`src/rtl/riscv_if_pkg.sv`:
```
// Shared types and constants for the RV32I instruction-fetch stage.
// Defines the fetch sequencer states and the PC increment and alignment constants.
package riscv_if_pkg;

    typedef enum logic [1:0] {
        IDLE,
        REQ,
        WAIT,
        HOLD
    } fetch_state_t;

    localparam logic [31:0] PC_INCR              = 32'd4;
    localparam logic [31:0] DEFAULT_RESET_VECTOR = 32'h0;
    localparam logic [31:0] PC_ALIGN_MASK        = ~32'h3;

    // A redirect target that is not word aligned cannot be fetched as-is.
    function automatic logic pc_misaligned(input logic [31:0] target);
        return (target[1:0] != 2'b00);
    endfunction

endpackage

```
`src/rtl/pc_fetch_unit.sv`:
```
// Program counter and single-outstanding instruction-fetch sequencer for the RV32I core.
// The next sequential PC comes from the external adder (add_a = pc, add_b = 4).
module pc_fetch_unit
    import riscv_if_pkg::*;
#(
    parameter logic [31:0] RESET_VECTOR = DEFAULT_RESET_VECTOR
) (
    input  logic        clk,
    input  logic        rst,

    output logic [31:0] add_a,
    output logic [31:0] add_b,
    input  logic [31:0] add_sum,

    output logic        imem_req_valid,
    output logic [31:0] imem_req_addr,
    input  logic        imem_req_ready,
    input  logic        imem_rsp_valid,
    input  logic [31:0] imem_rsp_data,

    input  logic        redirect_valid,
    input  logic [31:0] redirect_pc,
    input  logic        stall,

    output logic        if_valid,
    output logic [31:0] if_pc,
    output logic [31:0] if_instr,
    output logic        misaligned
);

    fetch_state_t state;
    logic [31:0]  pc;
    logic [31:0]  req_pc;
    logic         kill;

    always_comb begin
        add_a          = pc;
        add_b          = PC_INCR;
        imem_req_valid = (state == REQ);
        imem_req_addr  = pc;
    end

    always_ff @(posedge clk) begin
        if (rst) begin
            state      <= IDLE;
            pc         <= RESET_VECTOR;
            kill       <= 1'b0;
            if_valid   <= 1'b0;
            if_pc      <= 32'h0;
            if_instr   <= 32'h0;
            misaligned <= 1'b0;
        end else begin
            if (redirect_valid && pc_misaligned(redirect_pc)) begin
                misaligned <= 1'b1;
            end

            if (redirect_valid) begin
                // Redirect wins over every other event; an in-flight request is
                // marked so its response is thrown away when it returns.
                pc       <= redirect_pc & PC_ALIGN_MASK;
                if_valid <= 1'b0;
                case (state)
                    IDLE, HOLD: begin
                        state <= REQ;
                    end
                    REQ: begin
                        if (imem_req_ready) begin
                            req_pc <= pc;
                            kill   <= 1'b1;
                            state  <= WAIT;
                        end
                    end
                    WAIT: begin
                        if (imem_rsp_valid) begin
                            kill  <= 1'b0;
                            state <= REQ;
                        end else begin
                            kill  <= 1'b1;
                        end
                    end
                    default: state <= IDLE;
                endcase
            end else begin
                case (state)
                    IDLE: begin
                        state <= REQ;
                    end
                    REQ: begin
                        if (imem_req_ready) begin
                            req_pc <= pc;
                            pc     <= add_sum;
                            state  <= WAIT;
                        end
                    end
                    WAIT: begin
                        if (imem_rsp_valid) begin
                            if (kill) begin
                                kill  <= 1'b0;
                                state <= REQ;
                            end else begin
                                if_pc    <= req_pc;
                                if_instr <= imem_rsp_data;
                                if_valid <= 1'b1;
                                state    <= HOLD;
                            end
                        end
                    end
                    HOLD: begin
                        if (if_valid && !stall) begin
                            if_valid <= 1'b0;
                            state    <= REQ;
                        end
                    end
                    default: state <= IDLE;
                endcase
            end
        end
    end

endmodule
```
`config.mk`:
```
export PLATFORM = sky130hd
export DESIGN_NAME = pc_fetch_unit
export DESIGN_NICKNAME = d
export VERILOG_FILES = /design/src/rtl/riscv_if_pkg.sv /design/src/rtl/pc_fetch_unit.sv
export SDC_FILE = /design/constraint.sdc
export NUM_CORES = 1
export LEC_CHECK = 0
export ABC_CLOCK_PERIOD_IN_PS = 3370
export CORE_AREA = 2 2 104 106
export DETAILED_ROUTE_END_ITERATION = 7
export DIE_AREA = 0 0 106 108
export DONT_BUFFER_PORTS = 1
export PLACE_DENSITY_LB_ADDON = 0.1
export REMOVE_ABC_BUFFERS = 1
export SYNTH_ARGS = -nofsm -noshare
export SYNTH_HDL_FRONTEND = slang
export SYNTH_SLANG_ARGS = --single-unit
```
`constraint.sdc`:
```
create_clock -name clk -period 3.37 [get_ports clk]
set_input_delay 0 -clock clk [delete_from_list [all_inputs] [get_ports clk]]
set_output_delay 0 -clock clk [all_outputs]
set_load 0.01 [all_outputs]
```
==> results by stage, run 1 <==
CTS:
- After clock tree synthesis, the clock-pin slew on the worst setup and hold paths is 60 ps.
- The H-tree level count is 4.
- TritonCTS built the clock tree.
- Counting along the longest clock path gives a buffer depth of 2.
- In this run, post-CTS repair resized a total of 0 instances.
- In this run the clock root is driven by a clkbuf_8.
- Clock tree synthesis inserted a total of 17 buffers.
- The clock network latency to the later pin of the worst-skew pair is 510 ps.
- The tree built by TritonCTS fans out to 133 sinks.

Min path:
- The path class of the tightest hold or removal check is in2reg.

Layout:
- 0 antenna diodes ended up in the layout.
- In the final layout, the share of cells above drive strength 1 is 8.83%.
- Fill cells in the final layout number 766.
- Summing all multi-input logic gate instances after layout gives 0.00199 mm2.
- Leaving out filler cells and counting taps, the final layout contains about 800.
- The sequential cells in the finished layout cover a total of 0.00298 mm2.
- From synthesis to final layout, the design area changed by 21.7%.
- The library cells used most frequently in the layout, excluding fill and tap cells, are 162 x nand2_1, 104 x dlygate4sd3_1, 101 x dfxtp_1.
- After the last flow step, the layout net total stands at 762.
- The library cell used most frequently in the layout, excluding fill and tap cells, is nand2_1.

Die:
- The initial standard-cell utilization of the core is 54.9%.
- The cell row count is 37.
- The area of the core is 0.0102 mm2.
- From bottom edge to top edge, the die measures between 100 and 150 um.
- The area of the die is 0.0114 mm2.
- In this run the horizontal extent of the chip is ~110 um.
- During I/O placement, the number of pins put on the boundary was 265.

Timing:
- Setup violations remaining at the end of the flow were counted as 0.
- At the pin with the least slew margin, the transition time is 1000 ps.
- The worst pin sits at a relative slew slack of 33.0%.
- The worst path needs around 2700 ps of the cycle, external delays included.
- The count of final hold-check violations came to 0.
- After routing, the total negative slack on setup checks comes to 0 ps.
- The share of the clock period used by the worst path is 79.2%.
- Hold timing on the final database bottoms out at a slack of just under 90 ps.
- Setup repair after global routing left no endpoint under its margin.
- Between clock sinks in the finished design, the worst skew comes to 6.93 ps.
- The final count of pins violating max slew came to 0.
- Static timing analysis puts the maximum clock frequency at 0.375 GHz.

Power:
- The proportion of power drawn by flip-flops and latches is 46.3%.
- For this design the static power due to leakage is 2.47 nW.
- The part of the power in combinational logic is between 10% and 20%.
- Net switching is 25.1% of the power.
- VDD sags by at most roughly 0.00025 V.
- The clock group share of total power is a little over two fifths.
- The internal portion of the total power is 2.93 mW.
- For this design the ratio of total power to cell area is roughly 570 mW/mm2.
- For this design the total switching power over the nets is 980 uW.

Logic synthesis:
- The flop and latch count out of synthesis is 133.
- The share of the Yosys chip area taken by registers is 53.1%.
- The most used flip-flop cell after synthesis is dfxtp_1.
- For this run, asynchronously set or reset flops after synthesis account for 0%.
- The count of distinct cell types in the synthesized netlist is 38.
- Yosys printed 0 warnings.
- Synthesis handed over a netlist of 602 instances.
- After synthesis the cells add up to 0.00561 mm2.
- The average instance in the mapped netlist occupies 9.32 um2.
- In this run, synthesis inferred 32 flip-flops with an integrated enable.

Global routing:
- The first global-routing pass estimated 20.2 mm of wire.
- The pin count of the biggest net entering global routing is 106.
- The number of global-route vias before repair is ~4k.
- The total congestion overflow is 0.
- The initial antenna violation count was 0.
- Global routing used 23.0% of the available tracks.

Worst setup path:
- The startpoint class of the critical path is a register.
- The gate family responsible for the most delay along the worst path is buffers and inverters.
- Along the worst path, the maximum fanout reaches 32.
- The worst setup path is of the reg2reg kind.
- The biggest cell delay along the critical path is 620 ps.
- The worst path required time is 3810 ps.
- The critical path buffer and inverter count is 4.
- Among all stages on the critical path, the largest delay is contributed by dlygate4sd3_1.
- For the worst setup path, the data arrival time is 3110 ps.
- The signal on the critical path passes through inv_1 -> ha_1 -> buf_4 -> nand3_1 -> dlygate4sd3_1 -> a311oi_1 -> dlygate4sd3_1.
- STA classifies the critical path endpoint as a register.
- The cell occurring most often along the worst timing path is dlygate4sd3_1.

Placed design:
- In this run the tool buffered the top-level ports with 0 buffer cells.
- The congestion estimate from routability-driven global placement came to 0.798.
- Detailed placement ended at an HPWL of 7.52 mm.
- The number of placed instances, taps included, is 666.

Drt:
- After detailed routing, the number of remaining DRC violations is 0.
- The first routing iteration left 285 violations.
- The aggregate routed wire length is 13.3 mm.
- The number of nets still failing antenna checks after routing is 0.
- Dividing the detail-routed via count by the number of cells gives 5.36.
- The per-cell routed wire length is 16.6 um.
- Summing over every cut layer, the via total after detailed routing is ~4.3k.
- The number of detailed-route iterations in the first pass is 5.

Run:
- The number of maximum-capacitance violations is 0.

Status:
- The flow ran to the end, and the final reports show no timing, DRC or antenna violations.
state kept, by name, summed over array words and instances (netlist names):
name        count
misaligned      1
state           2
if_instr       32
if_pc          32
req_pc         32
add_a          32
kill            1
if_valid        1
layout make-up:
cell class              count  share of cell area, %
clock inverters            12                   1.47
inverters                   4                  0.220
repair buffers            110                   16.4
multi-input cells         389                   29.1
well taps                 136                   2.49
flip-flops and latches    133                   43.7
clock buffers              20                   6.68
metrics by stage:
step / util [%] / area [um2] / worst slack, ps / power (mW)
global route: 66.8 / 6830 / 510 / 4.06
global placement: 50.7 / 5190 / 1380 / 2.08
CTS: 66.8 / 6830 / 736 / 3.94
floorplan: - / 4960 / 801 / 2.00
detailed placement: 50.7 / 5190 / 1270 / 2.09
finish: 66.8 / 6830 / 700 / 3.91
power by group through the flow:
stage	clock [mW]	combinational [mW]	sequential, mW
4_1_cts	1.74	0.390	1.81
6_report	1.70	0.397	1.81
2_1_floorplan	0	0.183	1.82
3_3_place_gp	0	0.238	1.84
5_1_grt	1.80	0.438	1.82
3_5_place_dp	0	0.243	1.84
logic make-up (layout without fill, tap and decap cells):
family / after synthesis / count (layout) / share of synthesized area, %
simple gates: 241 / 241 / 17.9
flops: 133 / 133 / 53.1
fa+ha+maj: 5 / 5 / 1.11
buf+inv: 110 / 146 / 13.9
compound gates: 108 / 108 / 13.3
other cells: 2 / 32 / 0.134
mux: 3 / 3 / 0.535
what timing repair did:
action / CTS / global route
endpoints found under the hold margin: 133 / 0
setup buffers: 0 / 0
hold buffers: 106 / 0
synthesized netlist by cell type, types with 5 or more instances:
cell        n  area (um2)
buf_8       6        90.1
buf_2      21         105
nand2_1   162         608
edfxtp_1   32         961
nand2b_1    8        50.1
buf_4      68         510
clkbuf_1    7        26.3
a311oi_1   30         263
nand3_1    29         145
nor2_1     32         120
a21oi_2    17         149
a21oi_1    49         245
ha_1        5        62.6
dfxtp_1   101        2020
worst register-to-register path: stages, from the launching register on:
cell and delay [ps]:
dfxtp_1 350, inv_1 90, ha_1 170, buf_4 380, nand3_1 130, dlygate4sd3_1 570
a311oi_1 300, dlygate4sd3_1 620
layer usage:
layer / vias up / track usage [%] / wire length (um)
met2: 219 / 41.0 / 6730
met1: 2011 / 24.7 / 5250
met3: 23 / 8.50 / 1090
met4: 0 / 9.87 / 273
met5: - / 0 / 0
li1: 2053 / - / -
path summary, 6_finish.rpt:
kind	end	slack (ps)	start	cells after the start
setup / recovery	add_a[29]$_SDFFE_PP0P_	700	state[1]$_SDFFE_PP0P_	7
hold / removal	state[0]$_SDFFE_PP0P_	90	imem_req_ready	4
setup reg to reg	add_a[29]$_SDFFE_PP0P_	700	state[1]$_SDFFE_PP0P_	7
hold reg to reg	if_pc[19]$_SDFFE_PP0P_	490	req_pc[19]$_DFFE_PP_	2
No activity file was read; power rests on OpenSTA's default activity.
==> run 2, diff against run 1 <==
Settings changed: ABC_AREA set to 1, ABC_CLOCK_PERIOD_IN_PS 3370 to 2200, CORE_AREA 2 2 104 106 to unset, CORE_MARGIN set to 1.5, CORE_UTILIZATION set to 57, DIE_AREA 0 0 106 108 to unset.
Clock period 3.37 ns to 2.2 ns, I/O delays scaled along.
==> run 2 against run 1 <==
Final cell count increased by 13%. Area after synthesis decreased by 0.25%. Flip-flop and latch count unchanged. Routed wire length increased by 9.0%. Largest power group is now clock. Non-clock buffer count increased by 31. Final area increased by 5.5%. First-iteration DRC count decreased by 21%. Combinational power increased by 41%. Core utilization increased by 10 points. Critical endpoint is now add_a[12]$_SDFFE_PP0P_. Sequential share of layout area decreased by 2.2 points.
==> results by stage, run 2 <==
Global routing:
- The met2 capacity usage during global routing was 49.2% (+8.2 points).
- The initial antenna violation count was 0 (unchanged).
- The overall global routing resource usage was 27.4% (+4.3 points).
- The met3 global-route usage is 9.37% (+0.87 points).
- The first-pass GRT wire length is 22.0 mm (+8.6%).
- The global-route track usage on met1 is 29.2% (+4.6 points).
- The total congestion overflow is 0 (unchanged).
- met2 is the most crowded layer.
- The number of global-route vias before repair is 4592 (+13%).
- The pin count of the biggest net entering global routing came to 65 (-39%).

Power:
- The static leakage is 3.25 nW (+32%).
- The power dissipated by switching net loads is 1.45 mW (+48%).
- The clock group share of total power is 46.1% (+2.6 points).
- The switching share of power was 23.9% (-1.1 points).
- The part of the power in combinational logic is 9.2% (-1.0 points).
- The power per standard cell area was 843 mW/mm2 (+47%).
- The design internal power is 4.62 mW (+58%).
- The proportion of power drawn by flip-flops and latches is 44.7% (-1.6 points).
- The peak ir drop on the vdd network is 0.000422 V (+66%).

Timing:
- The final setup TNS is 0 ps (unchanged).
- The worst-margin pin slew was 675 ps (-329 ps).
- The fmax was 0.482 GHz (+29%).
- The final number of setup-violating endpoints is 0 (unchanged).
- The largest clock skew in the final design is 11.0 ps (+4.09 ps).
- The tightest slew margin relative to the limit was 54.9% (+22 points).
- The worst-case setup margin in the final layout is 126 ps (-574 ps).
- The post-route worst hold slack is 55.5 ps (-31.1 ps).
- The final count of pins violating max slew is 0 (unchanged).
- The minimum clock period after layout was 2070 ps (-596 ps).
- Setup repair after global routing left no endpoint under its margin.
- The count of final hold-check violations came to 0 (unchanged).
- The share of the clock period used by the worst path is 94.3% (+15 points).

Placed design:
- The total placed instance area is 0.00524 mm2 (+0.99%).
- The placement-stage worst setup slack is 146 ps (-1130 ps).
- The half-perimeter wire length of the detailed placement result is 7.81 mm (+3.9%).
- The total of buffers placed on input and output ports is 0 (unchanged).
- The placer congestion estimate was 0.949 (+19%).

Die:
- The height of the chip came to 102 um (-5.5%).
- The horizontal extent of the die is 102 um (-3.7%).
- The area of the die is 0.0104 mm2 (-8.9%).
- The area of the core is 0.00937 mm2 (-8.4%).
- The initial standard-cell utilization of the core is 59.7% (+4.9 points).
- The cell row count is 35 (-5.4%).
- The number of ports placed on the die boundary was 265 (unchanged).

Layout:
- The final core utilization is 76.9% (+10 points).
- The count of inserted antenna diode cells is 0 (unchanged).
- The number of nets in the layout is 872 (+14%).
- The top cell types in the final layout, fill and taps aside, are 131 x dlygate4sd3_1, 130 x nor2_1, 115 x nand2_1.
- The most common cell after layout, fill and taps aside is dlygate4sd3_1.
- The share of post-route cells with drive strength above 1 is 6.56% (-2.3 points).
- The sequential cell area in the final layout was 0.00299 mm2 (about the same).
- The final instance area is 0.00721 mm2 (+5.5%).
- The number of filler cells placed in the layout is 626 (-18%).
- Relative to the synthesized area, the layout overhead comes to 28.7%.
- The multi-input gate area in the final layout is 0.00189 mm2 (-5.2%).

Worst setup path:
- Among the stages of the critical path, the cell type that occurs most often is nand2_1.
- The worst setup path is of the reg2reg kind.
- The worst register-to-register path ends at add_a[12]$_SDFFE_PP0P_.
- The startpoint identified for the worst register-to-register timing path is state[1]$_SDFFE_PP0P_.
- The biggest cell delay along the critical path is 550 ps (-70 ps).
- Tracing the worst setup path back leads to its startpoint at state[1]$_SDFFE_PP0P_.
- The worst path required time is 2650 ps (-1160 ps).
- The cell count of the worst reg-to-reg path is 11 (+4).
- STA classifies the critical path startpoint as a register.
- The slack of the worst reg-to-reg path is 130 ps (-570 ps).
- The type of element capturing the critical path is a register.
- On the critical path, the stage with the largest delay is an instance of dlygate4sd3_1.
- Among cell families on the critical path, the largest total delay comes from buffers and inverters.
- The signal on the critical path passes through inv_1 -> ha_4 -> nand2_1 -> inv_2 -> nor2_4 -> buf_4 -> nand2_1 -> nand3_1 -> dlygate4sd3_1 -> nand2_1 -> inv_1.
- The peak fanout along the critical path is 11 (-66%).
- The number of cells on the critical path is 11 (+4).
- The critical path buffer and inverter count is 5 (+1).
- The worst setup path endpoint is add_a[12]$_SDFFE_PP0P_.
- The arrival time of data at the critical path endpoint was 2520 ps (-590 ps).

Logic synthesis:
- The mux contribution to synthesized area is 0% (-0.53 points).
- The area of the mapped netlist came to 0.00560 mm2 (-0.25%).
- The flop and latch count out of synthesis was 133 (unchanged).
- The post-synthesis cell count was 675 (+12%).
- The count of flip-flops with a built-in enable after synthesis is 32 (unchanged).
- The area share of the leading cell type in the synthesized netlist is 36.1% (+0.089 points).
- The average cell area after synthesis is 8.29 um2 (-11%).
- Among all cell types in the netlist, the one instantiated most often is nor2_1.
- The share of flip-flops with an asynchronous set or reset is 0% (unchanged).
- The fraction of the mapped netlist area in simple logic gates is 23.2% (+5.3 points).
- The main flop type after synthesis is dfxtp_1.
- The Yosys warning count came to 0 (unchanged).
- The compound-cell area share of the yosys netlist is 6.73% (-6.6 points).
- After synthesis, the cell types taking the most area are dfxtp_1 36%, edfxtp_1 17%, nor2_1 8.8%.
- The share of the yosys chip area belonging to registers is 53.3% (+0.13 points).
- The synthesized-area fraction occupied by adder cells is 1.12% (+0.0027 points).
- Of all cell types, the one taking the most synthesized area is dfxtp_1.
- After synthesis, the largest family of logic cells by area is simple AND/OR/NAND/NOR gates.
- The count of distinct cell types in the synthesized netlist is 23 (-39%).
- The xor and xnor area share after synthesis is 0% (unchanged).
- By count the netlist is led by 132 x nor2_1, 115 x nand2_1, 101 x dfxtp_1.

CTS:
- The number of sinks handled by clock tree synthesis is 133 (unchanged).
- The number of buffers inserted during clock tree synthesis came to 17 (unchanged).
- The clock network latency to the later pin of the worst-skew pair came to 500 ps (about the same).
- The maximum number of buffers from clock root to sink is 2 (unchanged).
- TritonCTS built the clock tree.
- The number of buffers inserted to repair setup after CTS was 0 (unchanged).
- The H-tree level count was 4 (unchanged).
- The clock-pin slew of the registers on the worst-case setup and hold paths is 60 ps (about the same).
- The tree is rooted in a clkbuf_8.

Drt:
- The DRC violation count after routing was 0 (unchanged).
- The average vias per placed instance is 5.16 (-3.7%).
- The per-cell routed wire length is 16.0 um (-3.4%).
- The number of violations reported at the end of detailed-routing iteration 0 is 226 (-21%).
- The number of nets still failing antenna checks after routing is 0 (unchanged).
- The number of detailed-route iterations in the first pass is 5 (unchanged).
- The routed via count is 4680 (+8.7%).
- The aggregate routed wire length is 14.5 mm (+9.0%).

Status:
- The flow ran to the end, and the final reports show no timing, DRC or antenna violations.

Run:
- The number of maximum-capacitance violations came to 0 (unchanged).

Min path:
- The class of the worst hold path is in2reg.
[run 2: cell count changes after synthesis, sizes merged, moves of 30 or more]
cell    change
nor2       +99
nand2      -46
a21oi      -57
inv        +38
nand3      +37
o21ai      +63
a311oi     -30
[run 2: worst min path at each step]
| stage | startpoint | end | depth (start not counted) |
|---|---|---|---|
| after global placement | rst | misaligned$_SDFFE_PP0P_ | 1 |
| after detailed placement | rst | state[0]$_SDFFE_PP0P_ | 1 |
| after floorplan | rst | kill$_SDFFE_PP0P_ | 1 |
| after global routing | redirect_valid | if_valid$_SDFFE_PP0P_ | 3 |
| final | redirect_valid | add_a[0]$_SDFFE_PP0P_ | 3 |
| after CTS | redirect_valid | add_a[1]$_SDFFE_PP0P_ | 3 |
[run 2: logic make-up (layout without fill, tap and decap cells)]
logic type / Yosys count / after routing
AND/OR/NAND/NOR: 318 / 318
adder cells (fa/ha/maj): 5 / 5
buffers and inverters: 142 / 215
AO/OA/AOI/OAI: 75 / 75
other: 2 / 32
flip-flops: 133 / 133
[run 2: repair_timing]
| action | CTS | global route |
|---|---|---|
| setup endpoints to repair | 0 | 78 |
| hold buffers | 132 | 0 |
| endpoints found under the hold margin | 101 | 0 |
| gates resized for setup | 0 | 14 |
[run 2: power by group through the flow]
stage	clock network, mW	registers [mW]	logic (mW)
floorplan	0	2.74	0.220
global placement	0	2.76	0.283
detailed placement	0	2.76	0.291
CTS	2.83	2.71	0.521
global route	2.97	2.73	0.616
finish	2.80	2.71	0.561
[run 2: per-layer routing]
layer	share of wire, %	vias up	routed length (um)
li1	-	2243	-
met1	37	2160	5440
met2	51	249	7480
met3	9.4	28	1370
met4	1.8	0	256
met5	0	-	0
[run 2: final cells by class]
class	count	share of cell area, %
Clock buffer	19	5.85
Clock inverter	13	2.36
Inverter	42	2.22
Multi-Input combinational cell	430	26.2
Sequential cell	133	41.4
Tap cell	129	2.24
Timing Repair Buffer	141	19.7
[run 2: worst register-to-register path, stage by stage (launching register included)]
cell	delay (ps)
dfxtp_2	380
inv_1	100
ha_4	190
nand2_1	110
inv_2	80
nor2_4	120
buf_4	200
nand2_1	90
nand3_1	90
dlygate4sd3_1	560
nand2_1	60
inv_1	60
[run 2: metrics by stage]
step / total power [mW] / std cells
6_report: 6.07 / 907
5_1_grt: 6.31 / 907
4_1_cts: 6.07 / 907
3_5_place_dp: 3.05 / 743
3_3_place_gp: 3.04 / 743
2_1_floorplan: 2.96 / 605
==> run 3, diff against run 2 <==
Settings changed: ABC_AREA 1 to unset.
==> run 3 against run 2 <==
Total power down 2.8%. Critical path depth down 4. Sequential power is 2% higher. Flip-flop and latch count did not move. Clock skew decreased by 5.2 ps. Die area increased by 0.23%. Final cell count down 11%. Sequential share of layout area up 1.4 points. Clock-buffer cell count increased by 7. Largest power group is now registers. Highest routed layer unchanged.
==> results by stage, run 3 (synthesis gave the netlist of run 1 again) <==
Worst setup path:
- The biggest cell delay along the critical path came to 600 ps (+50 ps).
- The cell occurring most often along the worst timing path is nand2_1.
- The worst setup path startpoint is state[1]$_SDFFE_PP0P_.
- The worst register-to-register path ends at add_a[11]$_SDFFE_PP0P_.
- The critical path buffer and inverter count came to 3 (-2).
- Traced cell by cell, the critical path runs through inv_1 -> ha_1 -> nand2_1 -> buf_12 -> nand2_1 -> a311oi_1 -> dlygate4sd3_1.
- The peak fanout along the critical path is 22 (+11).
- The critical path in this run is classified as reg2reg.
- The worst setup path is captured at a register.
- The arrival time of data at the critical path endpoint is 2540 ps (+20 ps).
- The cell count of the worst reg-to-reg path is 7 (-4).
- STA classifies the critical path startpoint as a register.
- The worst path required time is 2660 ps (about the same).
- The gate family responsible for the most delay along the worst path is buffers and inverters.
- The beginning of the worst register-to-register path is state[1]$_SDFFE_PP0P_.
- The slack of the worst reg-to-reg path was 120 ps (about the same).
- The cell with the biggest individual delay on the critical path is dlygate4sd3_1.

Global routing:
- The pin count of the biggest net entering global routing came to 106 (+63%).
- The first-pass GRT wire length was 19.9 mm (-9.7%).
- The initial antenna violation count came to 0 (unchanged).
- The overall global routing resource usage came to 25.5% (-1.9 points).
- The total congestion overflow is 0 (unchanged).
- The number of global-route vias before repair was 4106 (-11%).

Timing:
- The minimum clock period after layout is 2080 ps (+8.74 ps).
- The tightest slew margin relative to the limit is 64.7% (+9.8 points).
- Setup repair after global routing left no endpoint under its margin.
- The count of final hold-check violations was 0 (unchanged).
- The final setup TNS was 0 ps (unchanged).
- The largest clock skew in the final design is 5.77 ps (-5.25 ps).
- The final number of setup-violating endpoints was 0 (unchanged).
- The final count of pins violating max slew is 0 (unchanged).
- The share of the clock period used by the worst path is 94.6% (+0.40 points).
- The worst-margin pin slew is 527 ps (-148 ps).
- The post-route worst hold slack was 48.4 ps (-7.12 ps).
- The fmax is 0.480 GHz (-0.42%).

Drt:
- The routed via count came to 4419 (-5.6%).
- The number of violations reported at the end of detailed-routing iteration 0 is 148 (-35%).
- The average vias per placed instance is 5.45 (+5.6%).
- The DRC violation count after routing is 0 (unchanged).
- The per-cell routed wire length is 17.4 um (+8.8%).
- The number of detailed-route iterations in the first pass came to 4 (-1).
- The aggregate routed wire length is 14.2 mm (-2.7%).
- The number of nets still failing antenna checks after routing is 0 (unchanged).

Placed design:
- The placer congestion estimate is 0.832 (-12%).
- The total placed instance area is 0.00527 mm2 (+0.53%).
- The half-perimeter wire length of the detailed placement result is 7.89 mm (+1.0%).
- The number of placed instances with taps included is 669 (-10%).
- The total of buffers placed on input and output ports is 0 (unchanged).

Power:
- The clock group share of total power is 41.8% (-4.3 points).
- The design internal power is 4.45 mW (-3.7%).
- The peak ir drop on the vdd network came to 0.000522 V (+24%).
- The power per standard cell area is 847 mW/mm2 (+0.51%).
- The part of the power in combinational logic is 11.3% (+2.1 points).
- The static leakage is 2.52 nW (-22%).
- The switching share of power is 24.7% (+0.75 points).
- The overall power was 5.90 mW (-2.8%).
- The proportion of power drawn by flip-flops and latches came to 47.0% (+2.3 points).
- The power dissipated by switching net loads is 1.46 mW (+0.28%).

Die:
- The cell row count is 36 (+2.9%).
- The area of the core was 0.00964 mm2 (+2.9%).
- The horizontal extent of the die is 102 um (+0.12%).
- The area of the die is 0.0105 mm2 (+0.23%).
- The initial standard-cell utilization of the core is 58.2% (-1.5 points).
- The number of ports placed on the die boundary came to 265 (unchanged).
- The height of the chip is 102 um (+0.12%).

CTS:
- The clock-pin slew of the registers on the worst-case setup and hold paths was 60 ps (about the same).
- TritonCTS built the clock tree.
- The maximum number of buffers from clock root to sink came to 2 (unchanged).
- The number of sinks handled by clock tree synthesis is 133 (unchanged).
- The clock network latency to the later pin of the worst-skew pair is 520 ps (+20 ps).
- The number of buffers inserted during clock tree synthesis is 17 (unchanged).
- The number of buffers inserted to repair setup after CTS is 0 (unchanged).
- The tree is rooted in a clkbuf_8.
- The H-tree level count came to 4 (unchanged).

Layout:
- The number of filler cells placed in the layout came to 676 (+8.0%).
- The share of post-route cells with drive strength above 1 is 9.59% (+3.0 points).
- The non-filler instance count after layout came to 811 (-11%).
- The count of inserted antenna diode cells was 0 (unchanged).
- The final instance area is 0.00697 mm2 (-3.3%).
- In the layout the commonest cells are 162 x nand2_1, 108 x dlygate4sd3_1, 100 x dfxtp_1.
- The layout-stage area growth over the synthesis result is 24.2%.
- Leaving out fill and tap cells, the most frequent cell in the layout is nand2_1.
- The number of nets in the layout came to 773 (-11%).

Min path:
- The number of cells traversed by the worst hold path is 3 (unchanged).
- The worst hold path terminates at req_pc[9]$_DFFE_PP_.
- The startpoint of the worst hold path is imem_req_ready.
- In this run the worst hold path is classified as in2reg.

Run:
- The number of maximum-capacitance violations is 0 (unchanged).

Status:
- The flow ran to the end, and the final reports show no timing, DRC or antenna violations.
==> run 3: routing by layer <==
layer	vias to the layer above	global-route usage, %	wire length [um]	share of wire [%]
li1	2075	-	-	-
met1	2076	25.5	5140	36
met2	238	46.1	7420	52
met3	30	9.78	1270	9.0
met4	0	12.4	325	2.3
met5	-	0	0	0
==> run 3: worst min-delay path, cell delays in order <==
cell,delay [ps]
nand2_1,160
nor2_4,40
buf_4,180
==> run 3: power by group through the flow <==
stage	Sequential, mW	Clock (mW)	Combinational (mW)
after floorplan	2.79	0	0.281
after global placement	2.82	0	0.390
after detailed placement	2.82	0	0.403
after CTS	2.77	2.51	0.630
after global routing	2.79	2.63	0.721
final	2.77	2.47	0.666
==> run 3: worst max path at each step <==
stage,to,slack (ps),cells past startpoint
after floorplan,if_instr[10]$_SDFFE_PP0P_,-370,5
after global placement,if_instr[21]$_SDFFE_PP0P_,490,6
after detailed placement,if_instr[13]$_SDFFE_PP0P_,400,6
after CTS,add_a[17]$_SDFFE_PP0P_,50,7
after global routing,if_pc[30]$_SDFFE_PP0P_,5,7
final,add_a[11]$_SDFFE_PP0P_,120,7
==> run 3: timing repair <==
action                                  in CTS  in global routing
gates resized for setup                      0                  7
hold endpoints to repair                   133                  9
hold buffers                               109                  1
endpoints found under the setup margin       0                 19
==> run 3: area by class of cell <==
type	count	area, um2	share of cell area (%)
clock inverters	5	25.0	0.359
inverters	4	15.0	0.215
flip-flops and latches	133	2980	42.8
well taps	133	166	2.39
repair buffers	121	1280	18.3
clock buffers	26	498	7.14
multi-input cells	389	2000	28.8
==> run 3: per-stage QoR <==
step	setup WS (ps)	util, %
floorplan	-369	-
CTS	49.7	71.7
global placement	489	54.6
global route	4.72	72.3
detailed placement	401	54.6
finish	118	72.3
